[src/rtl/cbd_sampler.sv]
// Centered-binomial noise sampler for eta=2/3: gearboxes a PRF word stream into
// LANES coefficients per beat, each already reduced into [0, Q-1].
module cbd_sampler #(
  parameter int unsigned IN_W   = 64,
  parameter int unsigned LANES  = 4,
  parameter int unsigned N_COEF = 256,
  parameter int unsigned Q      = 3329,
  parameter int unsigned COEF_W = 12,
  localparam int unsigned IDX_W = $clog2(N_COEF / LANES)
) (
  input  logic                    clk,
  input  logic                    reset,
  input  logic                    start,
  input  logic                    eta_sel,
  input  logic [IN_W-1:0]         in_data,
  input  logic                    in_valid,
  output logic                    in_ready,
  output logic [LANES*COEF_W-1:0] out_coefs,
  output logic                    out_valid,
  input  logic                    out_ready,
  output logic [IDX_W-1:0]        out_idx,
  output logic                    busy,
  output logic                    done
);

  localparam int unsigned N_BEATS = N_COEF / LANES;
  localparam int unsigned BUF_W   = 2 * IN_W;
  localparam int unsigned CNT_W   = $clog2(BUF_W + 1);
  localparam int unsigned NEED2   = 4 * LANES;
  localparam int unsigned NEED3   = 6 * LANES;
  localparam int unsigned BITS2   = N_COEF * 4;
  localparam int unsigned BITS3   = N_COEF * 6;
  localparam int unsigned BITS_W  = $clog2(BITS3 + IN_W + 1);
  localparam int unsigned LD_W    = $clog2(N_BEATS + 1);

  typedef enum logic [1:0] {
    S_IDLE,
    S_RUN,
    S_DONE
  } state_t;

  state_t                    state_q, state_d;
  logic                      eta3_q, eta3_d;
  logic [BUF_W-1:0]          buf_q, buf_d, buf_sh;
  logic [CNT_W-1:0]          cnt_q, cnt_d, cnt_sh, need;
  logic [BITS_W-1:0]         bits_q, bits_d, total_d;
  logic [LD_W-1:0]           ld_q, ld_d;
  logic [LANES*COEF_W-1:0]   coefs_d, beat_coefs;
  logic                      valid_d, in_ready_d, busy_d, done_d;
  logic [IDX_W-1:0]          idx_d;
  logic                      in_fire, out_fire, load;

  // One lane: popcount(lo) - popcount(hi), wrapped into [0, Q-1].
  function automatic logic [COEF_W-1:0] cbd_coef(input logic [2:0] lo, input logic [2:0] hi);
    logic [1:0] a, b;
    a = 2'(lo[0]) + 2'(lo[1]) + 2'(lo[2]);
    b = 2'(hi[0]) + 2'(hi[1]) + 2'(hi[2]);
    if (a >= b) return COEF_W'(a - b);
    else        return COEF_W'(Q) - COEF_W'(b - a);
  endfunction

  // Coefficients for the beat sitting at the bottom of the buffer.
  always_comb begin
    beat_coefs = '0;
    for (int j = 0; j < LANES; j++) begin
      if (eta3_q)
        beat_coefs[COEF_W*j +: COEF_W] = cbd_coef(buf_q[6*j +: 3], buf_q[6*j+3 +: 3]);
      else
        beat_coefs[COEF_W*j +: COEF_W] = cbd_coef({1'b0, buf_q[4*j +: 2]},
                                                  {1'b0, buf_q[4*j+2 +: 2]});
    end
  end

  // Next-state, gearbox and output-register logic.
  always_comb begin
    state_d = state_q;
    eta3_d  = eta3_q;
    buf_d   = buf_q;
    cnt_d   = cnt_q;
    bits_d  = bits_q;
    ld_d    = ld_q;
    coefs_d = out_coefs;
    valid_d = out_valid;
    idx_d   = out_idx;

    need     = eta3_q ? CNT_W'(NEED3) : CNT_W'(NEED2);
    in_fire  = in_valid && in_ready;
    out_fire = out_valid && out_ready;
    load     = (state_q == S_RUN) && (cnt_q >= need) && (ld_q < LD_W'(N_BEATS))
               && (!out_valid || out_ready);
    buf_sh   = load ? (buf_q >> need) : buf_q;
    cnt_sh   = load ? (cnt_q - need) : cnt_q;

    case (state_q)
      S_IDLE: begin
        if (start) begin
          state_d = S_RUN;
          eta3_d  = eta_sel;
          buf_d   = '0;
          cnt_d   = '0;
          bits_d  = '0;
          ld_d    = '0;
          valid_d = 1'b0;
          idx_d   = '0;
        end
      end
      S_RUN: begin
        buf_d = buf_sh;
        cnt_d = cnt_sh;
        if (out_fire) begin
          idx_d   = out_idx + IDX_W'(1);
          valid_d = 1'b0;
        end
        if (load) begin
          coefs_d = beat_coefs;
          valid_d = 1'b1;
          ld_d    = ld_q + LD_W'(1);
        end
        // Bits above the valid count are always zero, so OR-in is an append.
        if (in_fire) begin
          buf_d  = buf_sh | (BUF_W'(in_data) << cnt_sh);
          cnt_d  = cnt_sh + CNT_W'(IN_W);
          bits_d = bits_q + BITS_W'(IN_W);
        end
        if (out_fire && (out_idx == IDX_W'(N_BEATS - 1))) state_d = S_DONE;
      end
      S_DONE:  state_d = S_IDLE;
      default: state_d = S_IDLE;
    endcase

    total_d    = eta3_d ? BITS_W'(BITS3) : BITS_W'(BITS2);
    busy_d     = (state_d == S_RUN);
    done_d     = (state_d == S_DONE);
    in_ready_d = busy_d && (cnt_d <= CNT_W'(BUF_W - IN_W)) && (bits_d < total_d);
  end

  always_ff @(posedge clk or posedge reset) begin
    if (reset) begin
      state_q   <= S_IDLE;
      eta3_q    <= 1'b0;
      buf_q     <= '0;
      cnt_q     <= '0;
      bits_q    <= '0;
      ld_q      <= '0;
      out_coefs <= '0;
      out_valid <= 1'b0;
      out_idx   <= '0;
      in_ready  <= 1'b0;
      busy      <= 1'b0;
      done      <= 1'b0;
    end else begin
      state_q   <= state_d;
      eta3_q    <= eta3_d;
      buf_q     <= buf_d;
      cnt_q     <= cnt_d;
      bits_q    <= bits_d;
      ld_q      <= ld_d;
      out_coefs <= coefs_d;
      out_valid <= valid_d;
      out_idx   <= idx_d;
      in_ready  <= in_ready_d;
      busy      <= busy_d;
      done      <= done_d;
    end
  end

endmodule

[config.mk]
export PLATFORM = sky130hd
export DESIGN_NAME = cbd_sampler
export DESIGN_NICKNAME = d
export VERILOG_FILES = /design/src/rtl/cbd_sampler.sv
export SDC_FILE = /design/constraint.sdc
export NUM_CORES = 1
export LEC_CHECK = 0
export CAP_MARGIN = 20
export CORE_ASPECT_RATIO = 0.8
export CORE_MARGIN = 5
export CORE_UTILIZATION = 61
export DETAILED_ROUTE_END_ITERATION = 7
export PLACE_DENSITY = 0.84
export SYNTH_ARGS = -nofsm -noshare
export SYNTH_HDL_FRONTEND = slang
export SYNTH_SLANG_ARGS = --single-unit
[constraint.sdc]
create_clock -name clk -period 7 [get_ports clk]
set_input_delay 1.05 -clock clk [delete_from_list [all_inputs] [get_ports clk]]
set_output_delay 1.05 -clock clk [all_outputs]
set_load 0.01 [all_outputs]
==> results of run 1 <==
## layout make-up
class                           instances  area (um2)
Multi-Input combinational cell       1611       11420
Fill cell                            2254        8997
Sequential cell                       189        4740
Timing Repair Buffer                  160        1559
Tap cell                              370       462.9
Clock buffer                           20       446.7
Inverter                               58       225.2
Clock inverter                         11       155.1
## worst max-delay path: cells and delay by family
family                 cells  cell delay (ns)
AO/OA/AOI/OAI              3             1.14
buffers and inverters      2             0.85
AND/OR/NAND/NOR            4             1.62
## power by group through the flow
| stage | registers (mW) | logic [mW] | clock network (mW) |
|---|---|---|---|
| after global placement | 1.96 | 6.80 | 0 |
| after CTS | 1.96 | 7.10 | 1.06 |
| final | 1.98 | 7.32 | 1.06 |
| after detailed placement | 1.98 | 7.05 | 0 |
| after global routing | 2.03 | 7.96 | 1.11 |
| after floorplan | 1.86 | 5.12 | 0 |
## cells by family after synthesis
kind of cell,count (synthesis),synth area share [%]
buffers and inverters,239,6.369
adder cells (fa/ha/maj),77,6.653
AO/OA/AOI/OAI,611,23.26
multiplexers,243,17.35
flip-flops,189,27.51
AND/OR/NAND/NOR,671,18.40
XOR/XNOR,9,0.4585
## state kept, by name, indices dropped and copies added (netlist names)
register and flops:
bits_q 5, buf_q 128, busy 1, cnt_q 8, done 1, eta3_q 1, in_ready 1, ld_q 7
out_coefs 28, out_idx 6, out_valid 1, state_q 2
## metrics by stage
step           hold WS (ns)  util, %
2_1_floorplan        0.4583        -
3_3_place_gp         0.4598    65.50
3_5_place_dp         0.4650    65.53
4_1_cts              0.4829    67.68
5_1_grt              0.5108    67.88
6_report             0.4781    67.88
## worst max path at each step
stage	end	slack (ns)	cells after the start
floorplan	bits_q[10]	0.81	1
global placement	buf_q[90]	2.60	9
detailed placement	buf_q[97]	2.56	10
CTS	buf_q[97]	2.92	9
global route	buf_q[123]	2.74	9
finish	buf_q[120]	2.65	9
## placed cells by master (no fill, tap or decap), types with 50 or more instances in the layout
cell type          n
o21ai_0          148
nor3_1           124
nor2_1           172
mux2i_1          155
a211oi_1          50
dfrtp_1          185
a21oi_1          155
clkdlybuf4s50_1  127
inv_1             56
ha_1              53
nand2_1          215
## layer usage
layer	GRT usage, %	part of all wire (%)
met1	50.58	38
met2	57.74	44
met3	10.57	12
met4	18.90	6.2
met5	0	0.037
==> out/results.ini, run 1 <==
[detailed_routing]
routed_wl_mm=61.64
post-route-drc-count=0
vias=17490
wl_per_cell_um=25.48
ant_nets=0
first_pass_iters=8
drt_iter0_drc=2526
detail_route.vias_per_cell=7.228

[timing]
setup_viol=0
worst_pin_slew_ns=1.102
fin_ws_ns=2.650
fmax_mhz=229.9
fin_tns_setup_ns=0
drv_slew=0
slew_headroom_pct=26.14
finalClockSkew_ns=0.01879
fin_crit_sh_pct=62.14
hold_violations=0
grt_setup_unrepaired=false
layout_min_cycle_time_ns=4.350

[synth]
yosys_most_used_dff=dfrtp_1
ys_warn_count=0
synth_cell_types=86
synth_common_cells=nand2_1 (215), dfrtp_1 (189), nor2_1 (173)
synth-edff-count=0
synth_top_area_share_pct=27.51
yosysTopAreaCell=dfrtp_1
synth_area_leaders=dfrtp_1 (28%), mux2i_1 (9.0%), mux4_2 (5.1%), nand2_1 (4.7%), a21oi_1 (4.5%)
synth.most_common_cell=nand2_1
synth_nets=2186
syn_inst=2039
netlist_area_um2=17190
avgSynthCellArea_um2=8.430
synth-async-reset-ratio_pct=100.0
yosysSeqAreaShare_pct=27.51
ys_seq_elements=189

[place]
post_dp_cell_area_um2=18350
hpwl_mm=43.55
dp_slack_ns=2.563
dp_cells=2386
port_buffers=127
gp_congestion=1.006

[cts]
clk_pin_slew_ns=0.08
cts_root_buf=clkbuf_16
clock_latency_ns=0.46
hold_buffers=0
cts.htree.levels=4
clock-sinks=189
cts_setup_buffers=0
cts_resized=0
cts_made_buffers=17
cts_tree=yes
cts_buffer_depth=2

[floorplanning]
core_area_um2=28010
die_area_um2=31660
num_rows=55
die_w_um=197.7
die-height_um=160.1
ioPinCount=128
initial_core_util_pct=61.37

[power]
combPwrFrac_pct=70.7
power_frac_seq_pct=19.1
p_per_area_nw_per_um2=545.1
ir_worst_vdd_mv=0.3458
p_clk_share_pct=10.2
p_int_mw=4.717
power.total_mw=10.36
p_leak_nw=7.831
p_sw_mw=5.646
swShare_pct=54.48

[worst_hold_path]
min_path_cells=2
hold_start=out_coefs[45]
hold_end=out_coefs[45]
hold_class=reg -> reg

[critical_path]
cp-end-kind=flip-flop
cp-start-kind=primary input
crit_chain=clkdlybuf4s50_1 > nor2b_1 > nor4_1 > a211oi_1 > nand3_1 > buf_4 > nor3_2 > a22oi_1 > o211ai_1
r2r_cells=9
rr_endpoint=buf_q[120]
slowest_stage=nor3_2
cpPeakStageDelay_ns=0.89
reg2reg_slack_ns=2.93
r2r_start=cnt_q[0]
required_ns=7.36
critPathMaxFanout=31
crit_type=in -> reg
arrival_ns=4.71
crit_start=out_ready

[layout]
area_growth_pct=10.60
final_cells=2419
drive_gt1_share_pct=9.419
fin_area_um2=19010
num_antenna_cells=0
fin_nets=2184

[global_route]
grt_overflow=0
antenna_found_initial=2
grt_pass1_vias=16900
grt_max_degree=147
grt_pass1_wl_mm=96.35
grt_use_total_pct=38.21

[job]
cap_viol_max_count=0

[status]
status=completed

Power figures use the tool's default switching activity.
==> inputs of run 2 (changes only) <==
CORE_UTILIZATION = 55   (was 61)
PLACE_DENSITY = 0.8   (was 0.84)
clock period = 3.9 ns   (was 7 ns; I/O delays follow)
==> run 2 against run 1 <==
The flow now finishes with violations (design-rule violations). Combinational power up 86%. Register-to-register slack worse by 2.5 ns. Global-route usage down 3.5 points. Total power up 83%. Highest routed layer is now met4.
==> out/results.ini, run 2 (synthesized netlist as in run 1, its figures left out) <==
[critical_path]
cpPeakStageDelay_ns=0.53  ; -0.36 ns
crit_type=reg -> reg
cp-end-kind=flip-flop
r2r_start=cnt_q[3]
crit_start=cnt_q[3]
setup.worst_path.end=buf_q[83]
cp.depth=11  ; +2
path_delay_family=simple AND/OR/NAND/NOR gates
r2r_cells=11  ; +2
reg2reg_slack_ns=0.39  ; -2.54 ns
path_buf_inv=2  ; unchanged
slowest_stage=or4b_1
critPathMaxFanout=8  ; -74%
cp-start-kind=flip-flop
crit_chain=inv_1 > ha_1 > inv_1 > ha_1 > or4b_1 > o31ai_1 > o21ai_1 > nor2_2 > nand3_1 > o221ai_1 > a211o_1
required_ns=4.30  ; -3.06 ns
rr_endpoint=buf_q[83]
arrival_ns=3.91  ; -0.80 ns

[layout]
area_growth_pct=13.15
fin_nets=2222  ; +1.7%
layout_commonest_cell=nand2_1
num_antenna_cells=0  ; unchanged
drive_gt1_share_pct=11.16  ; +1.7 points
final_cell_mix=nand2_1 (215), dfrtp_1 (185), nor2_1 (172)
final_util_pct=63.57  ; -4.3 points
largestRegisters=buf_q x128, out_coefs x28, cnt_q x8
largest_reg_flops=128  ; unchanged
regMostFlops=buf_q

[timing]
grt_setup_unrepaired=false
fin_tns_setup_ns=0  ; unchanged
holdWs_ns=0.4768  ; -0.001309 ns
drv_slew=0  ; unchanged
slew_headroom_pct=23.53  ; -2.6 points
setup_viol=0  ; unchanged
layout_min_cycle_time_ns=3.507
finalClockSkew_ns=0.01202  ; -0.006772 ns
worst_pin_slew_ns=1.147  ; +0.04512 ns
fmax_mhz=285.2
fin_crit_sh_pct=89.92
hold_violations=0  ; unchanged

[floorplanning]
ioPinCount=128  ; unchanged
die-height_um=168.1  ; +5.0%
die_w_um=207.7  ; +5.0%
die_area_um2=34910  ; +10%
core_area_um2=30600  ; +9.2%
num_rows=57  ; +3.6%
initial_core_util_pct=56.18  ; -5.2 points

[global_route]
grt_max_degree=150  ; +2.0%
grt_pass1_wl_mm=96.45  ; +0.10%
antenna_found_initial=0  ; -2
grt_pass1_vias=16810  ; -0.52%
grt_overflow=0  ; unchanged
grt_use_total_pct=34.71  ; -3.5 points

[cts]
cts_resized=0  ; unchanged
cts.htree.levels=4  ; unchanged
cts_tree=yes
cts_root_buf=clkbuf_16
cts_made_buffers=17  ; unchanged
clock-sinks=189  ; unchanged
clock_latency_ns=0.46  ; about the same
cts_setup_buffers=0  ; unchanged
clk_pin_slew_ns=0.08  ; about the same
hold_buffers=0  ; unchanged
cts_buffer_depth=2  ; unchanged

[detailed_routing]
routed_wl_mm=61.89  ; +0.40%
detail_route.vias_per_cell=6.809  ; -5.8%
vias=17030  ; -2.6%
first_pass_iters=8  ; unchanged
wl_per_cell_um=24.75  ; -2.9%
drt_iter0_drc=2286  ; -9.5%
post-route-drc-count=3  ; +3
ant_nets=0  ; unchanged

[power]
p_leak_nw=8.037  ; +2.6%
p_per_area_nw_per_um2=974.2  ; +79%
ir_worst_vdd_mv=0.5585  ; +61%

[status]
violations=design-rule violations
status=finished with violations

[place]
port_buffers=127  ; unchanged
gp_congestion=1.042  ; +3.5%
hpwl_mm=45.81  ; +5.2%

[worst_hold_path]
hold_start=out_coefs[0]
hold_class=reg -> reg

[job]
cap_viol_max_count=0  ; unchanged

[run 2: changes by cell type in the layout (fill, tap and decap cells not counted), moves of 2 or more]
cell / change
buf_12: +14
bufinv_16: -2
clkbuf_1: -2
clkinvlp_4: +4
buf_4: +26
buf_16: -2
[run 2: layout make-up]
| class | instances | area (um2) |
|---|---|---|
| inverters | 58 | 221.5 |
| fillers | 2565 | 11150 |
| flip-flops and latches | 189 | 4740 |
| clock inverters | 15 | 148.9 |
| repair buffers | 198 | 1979 |
| multi-input cells | 1611 | 11420 |
| clock buffers | 17 | 425.4 |
| well taps | 413 | 516.7 |
[run 2: worst min-delay path: stages, from the launching register on]
cell     delay (ns)
dfrtp_1        0.34
nand2_1        0.04
o21ai_0        0.06
[run 2: metrics by stage]
stage	power (mW)	instance area [um2]	std cells	setup slack (ns)
after global routing	20.37	19450	2501	0.2162
after CTS	18.63	19450	2501	0.5202
after global placement	16.41	18870	2469	0.4295
final	18.95	19450	2501	0.3932
after detailed placement	16.80	18870	2469	0.4281
after floorplan	12.53	17190	2039	0.8805
[run 2: how the worst min path moves through the flow]
stage          slack, ns  cells after the start             to
3_5_place_dp        0.46                      2  out_coefs[38]
2_1_floorplan       0.46                      1     bits_q[10]
6_report            0.48                      2   out_coefs[0]
3_3_place_gp        0.46                      2   out_coefs[2]
4_1_cts             0.48                      2  out_coefs[38]
5_1_grt             0.50                      1  out_coefs[37]
[run 2: metal layers]
metal | up-vias | wire length (um) | GRT usage [%]
met1 | 8280 | 24390 | 44.68
met2 | 897 | 28470 | 55.53
met5 | - | 0 | 0
li1 | 7665 | - | -
met4 | 0 | 2839 | 15.16
met3 | 187 | 6194 | 9.321
[run 2: power breakdown]
group          total, mW  switching [mW]  internal, mW  leakage, nW
Sequential          3.52           0.792          2.73         2.42
Clock               1.79           0.891         0.904        0.277
Combinational       13.6            8.50          5.14         5.34
